==> config.mk <==
export PLATFORM = sky130hd
export DESIGN_NAME = mem_port_arbiter_flat
export DESIGN_NICKNAME = d
export VERILOG_FILES = /design/src/rtl/mem_port_arbiter_pkg.sv /design/src/rtl/mem_port_arbiter_if.sv /design/src/rtl/mem_port_arbiter_wdog.sv /design/src/rtl/mem_port_arbiter.sv /design/src/flat_wrapper.sv
export SDC_FILE = /design/constraint.sdc
export NUM_CORES = 1
export LEC_CHECK = 0
export BUFFER_PORTS_ARGS = -buffer_cell sky130_fd_sc_hd__clkbuf_2
export CAP_MARGIN = 20
export CORE_MARGIN = 3
export CORE_UTILIZATION = 51
export DETAILED_ROUTE_END_ITERATION = 12
export PLACE_DENSITY = 0.85
export SLEW_MARGIN = 0
export SYNTH_ARGS = -nofsm -noshare
export SYNTH_HDL_FRONTEND = slang
export SYNTH_HIERARCHICAL = 1
export SYNTH_SLANG_ARGS = --single-unit
==> constraint.sdc <==
create_clock -name clk -period 6.2 [get_ports clk]
set_input_delay 0.62 -clock clk [delete_from_list [all_inputs] [get_ports clk]]
set_output_delay 0.62 -clock clk [all_outputs]
set_load 0.05 [all_outputs]
==> src/rtl/mem_port_arbiter_pkg.sv <==
`default_nettype none
// ============================================================================
// Module      : rv_mem_pkg
// Description : Shared types and constants for the unified memory port arbiter.
// Revision    : 1.0 - initial release
// ============================================================================
package rv_mem_pkg;

    localparam int XLEN_DEFAULT = 32;

    // Requester identifiers
    localparam logic REQ_I = 1'b0;
    localparam logic REQ_D = 1'b1;

    typedef enum logic [1:0] {
        IDLE   = 2'd0,
        BUSY_I = 2'd1,
        BUSY_D = 2'd2,
        RESP   = 2'd3
    } arb_state_t;

endpackage
`default_nettype wire

==> src/rtl/mem_port_arbiter_if.sv <==
`default_nettype none
// ============================================================================
// Module      : mem_port_arbiter_if
// Description : Fetch, load/store and memory-side signals of the port arbiter.
// Revision    : 1.0 - initial release
// ============================================================================
interface mem_port_arbiter_if
    import rv_mem_pkg::*;
#(
    parameter int XLEN = XLEN_DEFAULT
);
    // Fetch requester
    logic            i_req;
    logic [XLEN-1:0] i_addr;
    logic            i_done;
    logic            i_err;
    logic [XLEN-1:0] i_rdata;

    // Load/store requester
    logic            d_req;
    logic [XLEN-1:0] d_addr;
    logic [XLEN-1:0] d_wdata;
    logic            d_we;
    logic            d_done;
    logic            d_err;
    logic [XLEN-1:0] d_rdata;

    // Unified memory port
    logic            mem_req;
    logic [XLEN-1:0] mem_addr;
    logic [XLEN-1:0] mem_wdata;
    logic            mem_we;
    logic            mem_ready;
    logic [XLEN-1:0] mem_rdata;

    // Arbiter side
    modport slave (
        input  i_req, i_addr, d_req, d_addr, d_wdata, d_we, mem_ready, mem_rdata,
        output i_done, i_err, i_rdata, d_done, d_err, d_rdata,
        output mem_req, mem_addr, mem_wdata, mem_we
    );

    // Requesters and memory model side
    modport master (
        output i_req, i_addr, d_req, d_addr, d_wdata, d_we, mem_ready, mem_rdata,
        input  i_done, i_err, i_rdata, d_done, d_err, d_rdata,
        input  mem_req, mem_addr, mem_wdata, mem_we
    );

endinterface
`default_nettype wire

==> src/rtl/mem_port_arbiter_wdog.sv <==
`default_nettype none
// ============================================================================
// Module      : mem_arb_wdog
// Description : Transaction watchdog; flags the last allowed wait cycle.
// Revision    : 1.0 - initial release
// ============================================================================
module mem_arb_wdog #(
    parameter int TIMEOUT = 64
) (
    input  wire logic clk,
    input  wire logic rst_n,
    input  wire logic i_clr,
    input  wire logic i_en,
    output logic      o_expired
);

    logic [7:0] r_count;

    always_ff @(posedge clk or negedge rst_n) begin
        if (!rst_n) begin
            r_count <= '0;
        end else if (i_clr) begin
            r_count <= '0;
        end else if (i_en && (r_count != 8'hFF)) begin
            r_count <= r_count + 8'd1;
        end
    end

    // Expiry marks the cycle the count reaches TIMEOUT-1, so the port is held TIMEOUT cycles
    generate
        if (TIMEOUT != 0) begin : g_wdog_on
            localparam logic [7:0] c_LIMIT = 8'(TIMEOUT - 1);
            assign o_expired = i_en && (r_count == c_LIMIT);
        end else begin : g_wdog_off
            assign o_expired = 1'b0;
        end
    endgenerate

endmodule
`default_nettype wire

==> src/rtl/mem_port_arbiter.sv <==
`default_nettype none
// ============================================================================
// Module      : mem_port_arbiter
// Description : Shares one memory port between instruction fetch and load/store.
// Revision    : 1.0 - initial release
// ============================================================================
module mem_port_arbiter
    import rv_mem_pkg::*;
#(
    parameter int XLEN       = XLEN_DEFAULT,
    parameter int MAX_CONSEC = 4,
    parameter int TIMEOUT    = 64
) (
    input wire logic          clk,
    input wire logic          rst_n,
    mem_port_arbiter_if.slave bus
);

    localparam logic [3:0] c_MAX_CONSEC = 4'(MAX_CONSEC);

    arb_state_t      r_state;
    logic [3:0]      r_fair;
    logic            r_mem_req;
    logic [XLEN-1:0] r_mem_addr;
    logic [XLEN-1:0] r_mem_wdata;
    logic            r_mem_we;
    logic            r_i_done;
    logic            r_i_err;
    logic [XLEN-1:0] r_i_rdata;
    logic            r_d_done;
    logic            r_d_err;
    logic [XLEN-1:0] r_d_rdata;

    logic            w_i_cand;
    logic            w_d_cand;
    logic            w_grant_i;
    logic            w_grant_d;
    logic            w_busy;
    logic            w_owner;
    logic            w_wd_expired;
    logic            w_finish;

    // A requester still seeing its completion pulse must not be re-granted
    assign w_i_cand  = bus.i_req && !(r_i_done || r_i_err);
    assign w_d_cand  = bus.d_req && !(r_d_done || r_d_err);
    assign w_grant_i = w_i_cand && (!w_d_cand || (r_fair == c_MAX_CONSEC));
    assign w_grant_d = w_d_cand && !w_grant_i;

    assign w_busy   = (r_state == BUSY_I) || (r_state == BUSY_D);
    assign w_owner  = (r_state == BUSY_I) ? REQ_I : REQ_D;
    assign w_finish = bus.mem_ready || w_wd_expired;

    mem_arb_wdog #(
        .TIMEOUT (TIMEOUT)
    ) u_wdog (
        .clk       (clk),
        .rst_n     (rst_n),
        .i_clr     (!w_busy),
        .i_en      (w_busy),
        .o_expired (w_wd_expired)
    );

    always_ff @(posedge clk or negedge rst_n) begin
        if (!rst_n) begin
            r_state     <= IDLE;
            r_fair      <= '0;
            r_mem_req   <= 1'b0;
            r_mem_addr  <= '0;
            r_mem_wdata <= '0;
            r_mem_we    <= 1'b0;
            r_i_done    <= 1'b0;
            r_i_err     <= 1'b0;
            r_i_rdata   <= '0;
            r_d_done    <= 1'b0;
            r_d_err     <= 1'b0;
            r_d_rdata   <= '0;
        end else begin
            r_i_done <= 1'b0;
            r_i_err  <= 1'b0;
            r_d_done <= 1'b0;
            r_d_err  <= 1'b0;
            case (r_state)
                IDLE: begin
                    if (w_grant_i) begin
                        r_mem_addr  <= bus.i_addr;
                        r_mem_wdata <= '0;
                        r_mem_we    <= 1'b0;
                        r_mem_req   <= 1'b1;
                        r_fair      <= '0;
                        r_state     <= BUSY_I;
                    end else if (w_grant_d) begin
                        r_mem_addr  <= bus.d_addr;
                        r_mem_wdata <= bus.d_wdata;
                        r_mem_we    <= bus.d_we;
                        r_mem_req   <= 1'b1;
                        if (bus.i_req && (r_fair != c_MAX_CONSEC)) begin
                            r_fair <= r_fair + 4'd1;
                        end
                        r_state     <= BUSY_D;
                    end
                end
                BUSY_I, BUSY_D: begin
                    // mem_ready takes priority over a simultaneous watchdog expiry
                    if (w_finish) begin
                        r_mem_req <= 1'b0;
                        r_state   <= RESP;
                        if (w_owner == REQ_I) begin
                            r_i_rdata <= bus.mem_ready ? bus.mem_rdata : '0;
                            r_i_done  <= bus.mem_ready;
                            r_i_err   <= !bus.mem_ready;
                        end else begin
                            r_d_rdata <= bus.mem_ready ? bus.mem_rdata : '0;
                            r_d_done  <= bus.mem_ready;
                            r_d_err   <= !bus.mem_ready;
                        end
                    end
                end
                RESP: begin
                    r_state <= IDLE;
                end
                default: begin
                    r_state <= IDLE;
                end
            endcase
        end
    end

    assign bus.mem_req   = r_mem_req;
    assign bus.mem_addr  = r_mem_addr;
    assign bus.mem_wdata = r_mem_wdata;
    assign bus.mem_we    = r_mem_we;
    assign bus.i_done    = r_i_done;
    assign bus.i_err     = r_i_err;
    assign bus.i_rdata   = r_i_rdata;
    assign bus.d_done    = r_d_done;
    assign bus.d_err     = r_d_err;
    assign bus.d_rdata   = r_d_rdata;

endmodule
`default_nettype wire

==> src/flat_wrapper.sv <==
// flat-port wrapper written by rule: the top's interface ports become plain ports
module mem_port_arbiter_flat import rv_mem_pkg::*;
#(
    parameter int XLEN       = XLEN_DEFAULT,
    parameter int MAX_CONSEC = 4,
    parameter int TIMEOUT    = 64
)
  (clk, rst_n, bus_i_req, bus_i_addr, bus_d_req, bus_d_addr, bus_d_wdata, bus_d_we, bus_mem_ready, bus_mem_rdata, bus_i_done, bus_i_err, bus_i_rdata, bus_d_done, bus_d_err, bus_d_rdata, bus_mem_req, bus_mem_addr, bus_mem_wdata, bus_mem_we);
  mem_port_arbiter_if #(.XLEN(XLEN)) bus_i ();
  input wire logic clk;
  input wire logic rst_n;
  input wire logic [$bits(bus_i.i_req)-1:0] bus_i_req;
  input wire logic [$bits(bus_i.i_addr)-1:0] bus_i_addr;
  input wire logic [$bits(bus_i.d_req)-1:0] bus_d_req;
  input wire logic [$bits(bus_i.d_addr)-1:0] bus_d_addr;
  input wire logic [$bits(bus_i.d_wdata)-1:0] bus_d_wdata;
  input wire logic [$bits(bus_i.d_we)-1:0] bus_d_we;
  input wire logic [$bits(bus_i.mem_ready)-1:0] bus_mem_ready;
  input wire logic [$bits(bus_i.mem_rdata)-1:0] bus_mem_rdata;
  output wire logic [$bits(bus_i.i_done)-1:0] bus_i_done;
  output wire logic [$bits(bus_i.i_err)-1:0] bus_i_err;
  output wire logic [$bits(bus_i.i_rdata)-1:0] bus_i_rdata;
  output wire logic [$bits(bus_i.d_done)-1:0] bus_d_done;
  output wire logic [$bits(bus_i.d_err)-1:0] bus_d_err;
  output wire logic [$bits(bus_i.d_rdata)-1:0] bus_d_rdata;
  output wire logic [$bits(bus_i.mem_req)-1:0] bus_mem_req;
  output wire logic [$bits(bus_i.mem_addr)-1:0] bus_mem_addr;
  output wire logic [$bits(bus_i.mem_wdata)-1:0] bus_mem_wdata;
  output wire logic [$bits(bus_i.mem_we)-1:0] bus_mem_we;
  assign bus_i.i_req = bus_i_req;
  assign bus_i.i_addr = bus_i_addr;
  assign bus_i.d_req = bus_d_req;
  assign bus_i.d_addr = bus_d_addr;
  assign bus_i.d_wdata = bus_d_wdata;
  assign bus_i.d_we = bus_d_we;
  assign bus_i.mem_ready = bus_mem_ready;
  assign bus_i.mem_rdata = bus_mem_rdata;
  assign bus_i_done = bus_i.i_done;
  assign bus_i_err = bus_i.i_err;
  assign bus_i_rdata = bus_i.i_rdata;
  assign bus_d_done = bus_i.d_done;
  assign bus_d_err = bus_i.d_err;
  assign bus_d_rdata = bus_i.d_rdata;
  assign bus_mem_req = bus_i.mem_req;
  assign bus_mem_addr = bus_i.mem_addr;
  assign bus_mem_wdata = bus_i.mem_wdata;
  assign bus_mem_we = bus_i.mem_we;
  mem_port_arbiter #(.XLEN(XLEN), .MAX_CONSEC(MAX_CONSEC), .TIMEOUT(TIMEOUT)) u_core (.clk(clk), .rst_n(rst_n), .bus(bus_i));
endmodule
# After elaboration in Yosys (flattened, before gate mapping)
# Index checks and enable logic that the tools add are counted.
op_classes:
  addsub: 2
  eq_ne: 10
  n_mux: 32
  bitwise: 1
  n_reduce_logical: 28
ops:
  columns: ["op", "n"]
  rows:
  - ["$mux W32", 5]
  - ["$mux W1", 17]
  - ["$mux W8", 2]
  - ["$mux W4", 3]
  - ["$reduce_and A3 Y1", 4]
  - ["$add A8 B1 Y8 const B", 1]
  - ["$eq A8 B6 Y1 const B", 1]
  - ["$ne A8 B8 Y1 const B", 1]
  - ["$logic_and A1 B1 Y1", 7]
  - ["$mux W2", 3]
  - ["$pmux W2 S3", 1]
  - ["$reduce_bool A2 Y1", 3]
  - ["$logic_not A1 Y1", 5]
  - ["$logic_or A1 B1 Y1", 5]
  - ["$add A4 B1 Y4 const B", 1]
  - ["$eq A2 B2 Y1 const B", 2]
  - ["$eq A4 B3 Y1 const B", 1]
  - ["$ne A2 B1 Y1 const B", 2]
  - ["$ne A4 B3 Y1 const B", 1]
  - ["$reduce_and A2 Y1", 2]
  - ["$ne A3 B1 Y1 const B", 1]
  - ["$eq A2 B1 Y1 const B", 1]
  - ["$logic_not A2 Y1", 1]
  - ["$pmux W1 S2", 1]
  - ["2 further kinds", 2]
word_totals:
  ff_bits: 148
  word_cells: 86

# Depth between registers and ports, before layout
logic_depth:
  word_depth: 11
  ltp_mapped: 9
  ltp_nobuf: 7

# Hierarchy
# The synthesis kept the hierarchy.
modules_own_cells:
  columns: ["mod", "n_inst", "cells_each", "area_per_inst_um2", "seq_area_each_um2"]
  rows:
  - ["mem_port_arbiter", 1, 526, 5634.2, 3503.4]
  - ["mem_arb_wdog", 1, 46, 486.7, 200.2]

# Least setup slack after synthesis
# No wires, ideal clock.
synth_timing:
  path_kind: "register to register"
  from: "register u_core.r_state[0]"
  to: "register u_core.r_d_rdata[10] (netlist: u_core/bus.d_rdata[10])"
  setup_time_ps: 121
  arrival_time_ps: 2069
  required_time_ps: 6079
  setup_slack_ps: 4010
  stages_incl_launch_ff: 10
  n_path_buf: 2
  period_less_slack_ps: 2190
  cell_sequence: "dfrtp_1 inv_1 ha_1 nand2_1 nor4_1 o21ai_0 or2_2 clkbuf_1 buf_2 a22o_1"
synth_via:
  elab_chain_len: 5
synth_lines:
  columns: ["element", "line_no", "rtl"]
  rows:
  - ["start: declaration", "mem_port_arbiter.sv:21", "arb_state_t r_state;"]
  - ["start signal: assignment", "mem_port_arbiter.sv:65", "r_state <= IDLE;"]
  - ["start signal: assignment", "mem_port_arbiter.sv:90", "r_state <= BUSY_I;"]
  - ["start signal: assignment", "mem_port_arbiter.sv:99", "r_state <= BUSY_D;"]
  - ["$eq A2 B1 Y1 or $eq A2 B2 Y1 (tied branches)", "mem_port_arbiter.sv:49", "assign w_busy = (r_state == BUSY_I) || (r_state == BUSY_D);"]
  - ["$logic_or A1 B1 Y1 (*)", "mem_port_arbiter.sv:49", null]
  - ["named net u_core.w_busy", "mem_port_arbiter.sv:38", "logic w_busy;"]
  - ["$logic_and A1 B1 Y1 (*)", "mem_port_arbiter_wdog.sv:33", "assign o_expired = i_en && (r_count == c_LIMIT);"]
  - ["named net u_core.w_wd_expired", "mem_port_arbiter.sv:40", "logic w_wd_expired;"]
  - ["$logic_or A1 B1 Y1 (*)", "mem_port_arbiter.sv:51", "assign w_finish = bus.mem_ready || w_wd_expired;"]
  - ["$reduce_and A3 Y1 (no source line) (*)", null, null]
  - ["end signal: assignment", "mem_port_arbiter.sv:112", "r_d_rdata <= bus.mem_ready ? bus.mem_rdata : '0;"]
  - ["end: declaration", "mem_port_arbiter.sv:32", "logic [XLEN-1:0] r_d_rdata;"]
# The timed path passes the listed nets; every way through them passes the cells marked *.
# A chain may end at the register's enable or synchronous reset.

# Worst setup path after layout
layout_timing:
  from: "register u_core.r_state[0]"
  to: "register u_core.r_d_rdata[15] (netlist: u_core/bus.d_rdata[15])"
# Same word-level chain as after synthesis.

==> results.md <==
- Synth Area in Compound Gates: 17.2%
- # H-tree levels: 4
- XOR/XNOR Fraction of Synth Area: 0%
- CTS tree: built
- Row count: 39
- Cells after DPL: 947
- Syn Area/Cell: 10.7 um^2
- CP top delay family: simple AND/OR/NAND/NOR gates
- Worst Tran Pin Value: 738 ps
- CTS Root Cell: clkbuf_16
- Largest stage delay, worst path: 600 ps
- Initial DRC Count: 382
- Remaining Overflow, GRT: 0
- FF/Latch Area: 0.00370 mm^2
- Ant. Diodes: 0
- Crit path cell chain: inv_1 -> ha_1 -> nand2_1 -> nor4_1 -> o21ai_0 -> or2_2 -> a22o_1
- Hold-fix buffers, CTS: 0
- FILL cells: 825
- Initial core utilization: 52.9%
- Combinational Power Share: 53.1%
- Synthesized netlist cell count: 572
- Largest family of logic cells by synthesized area: compound AO/OA/AOI/OAI gates
- Final hold violation count: 0
- Final Slew Violations: 0
- WP depth: 7
- CP Class: reg2reg
- First-pass GRT wire length: 26300 um
- Simple-Gate Fraction of Synth Area: 15.0%
- Clock slew at reported path FFs: 70 ps
- Leakage dissipation: 4.33 nW
- EDFF count, synth: 0
- Net Sw Frac: 52.5%
- Outcome: complete, no violations
- Rel. slew slack: 50.4%
- Die area: 0.0134 mm^2
- Core Region: 0.0116 mm^2
- PortBufs: 267
- Initial antenna violation count: 0
- Post-CTS Resized: 0
- Multi-input gate area: 0.00219 mm^2
- Register share of total power: 29.0%
- DRC Markers: 0
- Most instantiated cells after synthesis: 148 x dfrtp_1, 102 x nand2_1, 71 x a21oi_1
- F_max: 321 MHz
- Main flop type after synthesis: dfrtp_1
- Ys Warns: 6
- GRT Overall Usage: 25.3%
- Critical path endpoint category: flip-flop
- Nets: 965
- Crit path time final: 3110 ps
- GPL Wtd Cong: 0.882
- Switching power: 0.00298 W
- Setup crit start kind: flip-flop
- WP data required: 6500 ps
- HP Class: in2async
- PwrDens: 695 mW/mm^2
- Number of global-route vias before repair: 5334
- Period utilization: 50.2%
- R2R Path End: u_core/bus.d_rdata[15]$_DFFE_PN0P_
- Largest net degree at the start of global routing: 90
- Post-synthesis mux area share: 1.76%
- DR vias: 5406
- Clock share of power: 17.9%
- Post-synth cell types: 45
- CTS Buf Count: 17
- Synth area leader: dfrtp_1
- Final setup viols: 0
- Final cell count without fillers: 981
- MaxCap Viol Count: 0
- Worst Reg-to-Reg Cells: 7
- Ranking of synthesized cells by area: dfrtp_1 61%, a22o_1 9.4%, nand2_1 6.3%
- Share of cells above drive strength 1: 38.7%
- Clk buf depth: 2
- Setup TNS: 0 ps
- FF+latch count, synth: 148
- Area delta synth->final: 33.1%
- RSZ-0062 raised after global routing: no
- Chip Height: 116 um
- Syn nets: 712
- Top Ports: 268
- Largest fanout on the critical path: 33
- Skew final: 12.3 ps
- Reg-to-Reg Start: u_core/r_state[0]$_DFFE_PN0P_
- Die span in x: 116 um
- Hpwl dp: 12000 um
- Ys async rst share: 100%
- WL/cell: 17.3 um
- Post-Synth Adder-Cell Area: 1.23%
- DRT Wirelength: 17000 um
- Internal: 0.00269 W
- Postcts setup bufs: 0
- Post-Syn Area: 0.00612 mm^2
- R2r setup slk: 3090 ps
- CTS Sinks: 148
- Sequential-to-total area share from yosys stat: 60.5%
- Detailed Routing Iterations Pass 1: 5
- CP max stage cell: nor4_1
- Peak supply drop: 464 uV
- Routed Antenna Nets: 0
- Most frequent cell after synthesis: dfrtp_1
- Vias per Instance: 5.51
- Buf/Inv on CP: 1
- Critical Path AT: 3410 ps
- Synth top area share: 60.5%
- Worst skew pair latency: 420 ps
cells by family (layout without fill, tap and decap cells):
kind of cell,after synthesis,after routing
fa+ha+maj,6,6
flops,148,148
mux,9,9
simple gates,208,208
compound gates,153,153
buf+inv,48,314
worst reg2reg max path, cell delays in order (launching register included):
cell     delay (ps)
dfrtp_1         360
inv_1            70
ha_1            560
nand2_1         200
nor4_1          600
o21ai_0         250
or2_2           600
a22o_1          360
layout make-up:
| cell class | count | share of cell area [%] |
|---|---|---|
| clock inverter | 15 | 2.26 |
| tap | 143 | 2.20 |
| multi-input combinational | 376 | 26.9 |
| inverter | 6 | 0.276 |
| timing repair buffer | 276 | 17.7 |
| sequential | 148 | 45.5 |
| clock buffer | 17 | 5.22 |
state kept, by name, indices dropped and copies added (netlist names):
| name | count |
|---|---|
| u_core/bus.i_err | 1 |
| u_core/bus.i_done | 1 |
| u_core/u_wdog/r_count | 8 |
| u_core/bus.d_rdata | 32 |
| u_core/bus.mem_we | 1 |
| u_core/bus.mem_wdata | 32 |
| u_core/r_state | 2 |
| u_core/bus.i_rdata | 32 |
| u_core/bus.d_done | 1 |
| u_core/bus.mem_req | 1 |
| u_core/bus.mem_addr | 32 |
| u_core/r_fair | 4 |
| u_core/bus.d_err | 1 |
metrics by stage:
step / setup WS [ps] / util [%] / power [W] / area, um^2 / hold slack [ps]
after floorplan: 4010 / - / 0.00392 / 6120 / 324
after global placement: 3640 / 64.8 / 0.00454 / 7490 / 449
after detailed placement: 3410 / 64.8 / 0.00464 / 7490 / 455
after CTS: 3220 / 70.0 / 0.00568 / 8100 / 167
after global routing: 3040 / 70.4 / 0.00596 / 8150 / 187
final: 3090 / 70.4 / 0.00566 / 8150 / 158
cell usage in the layout (no fill, tap or decap), types with 6 or more instances in the layout:
cell       instances
clkbuf_2         266
dfrtp_1          148
nand2_1          102
a21oi_1           70
a22o_1            66
nor2_1            43
nand3_1           35
clkbuf_16         17
buf_4              7
clkinv_8           6
inv_1              6
ha_1               6
per-layer routing:
| metal | part of all wire, % | track usage [%] |
|---|---|---|
| met4 | 1.9 | 9.70 |
| met5 | 0 | 0 |
| met2 | 51 | 43.5 |
| met1 | 38 | 29.8 |
| met3 | 8.6 | 7.62 |
how the worst max path moves through the flow:
stage                                        from                                 end  slack, ps
floorplan           u_core/r_state[0]$_DFFE_PN0P_  u_core/bus.d_rdata[10]$_DFFE_PN0P_       4010
global placement    u_core/r_state[0]$_DFFE_PN0P_  u_core/bus.d_rdata[31]$_DFFE_PN0P_       3640
detailed placement  u_core/r_state[0]$_DFFE_PN0P_  u_core/bus.d_rdata[15]$_DFFE_PN0P_       3410
CTS                 u_core/r_state[0]$_DFFE_PN0P_  u_core/bus.d_rdata[15]$_DFFE_PN0P_       3220
global route        u_core/r_state[1]$_DFFE_PN0P_  u_core/bus.d_rdata[15]$_DFFE_PN0P_       3040
finish              u_core/r_state[0]$_DFFE_PN0P_  u_core/bus.d_rdata[15]$_DFFE_PN0P_       3090
power by group through the flow:
stage                     Combinational (W)  Clock (W)  Sequential, W
after floorplan                    0.000960          0        0.00296
after global placement              0.00291          0        0.00163
after detailed placement            0.00300          0        0.00164
after CTS                           0.00301    0.00103        0.00164
after global routing                0.00318    0.00109        0.00169
final                               0.00301    0.00101        0.00164
(Power assumes the default switching activity.)
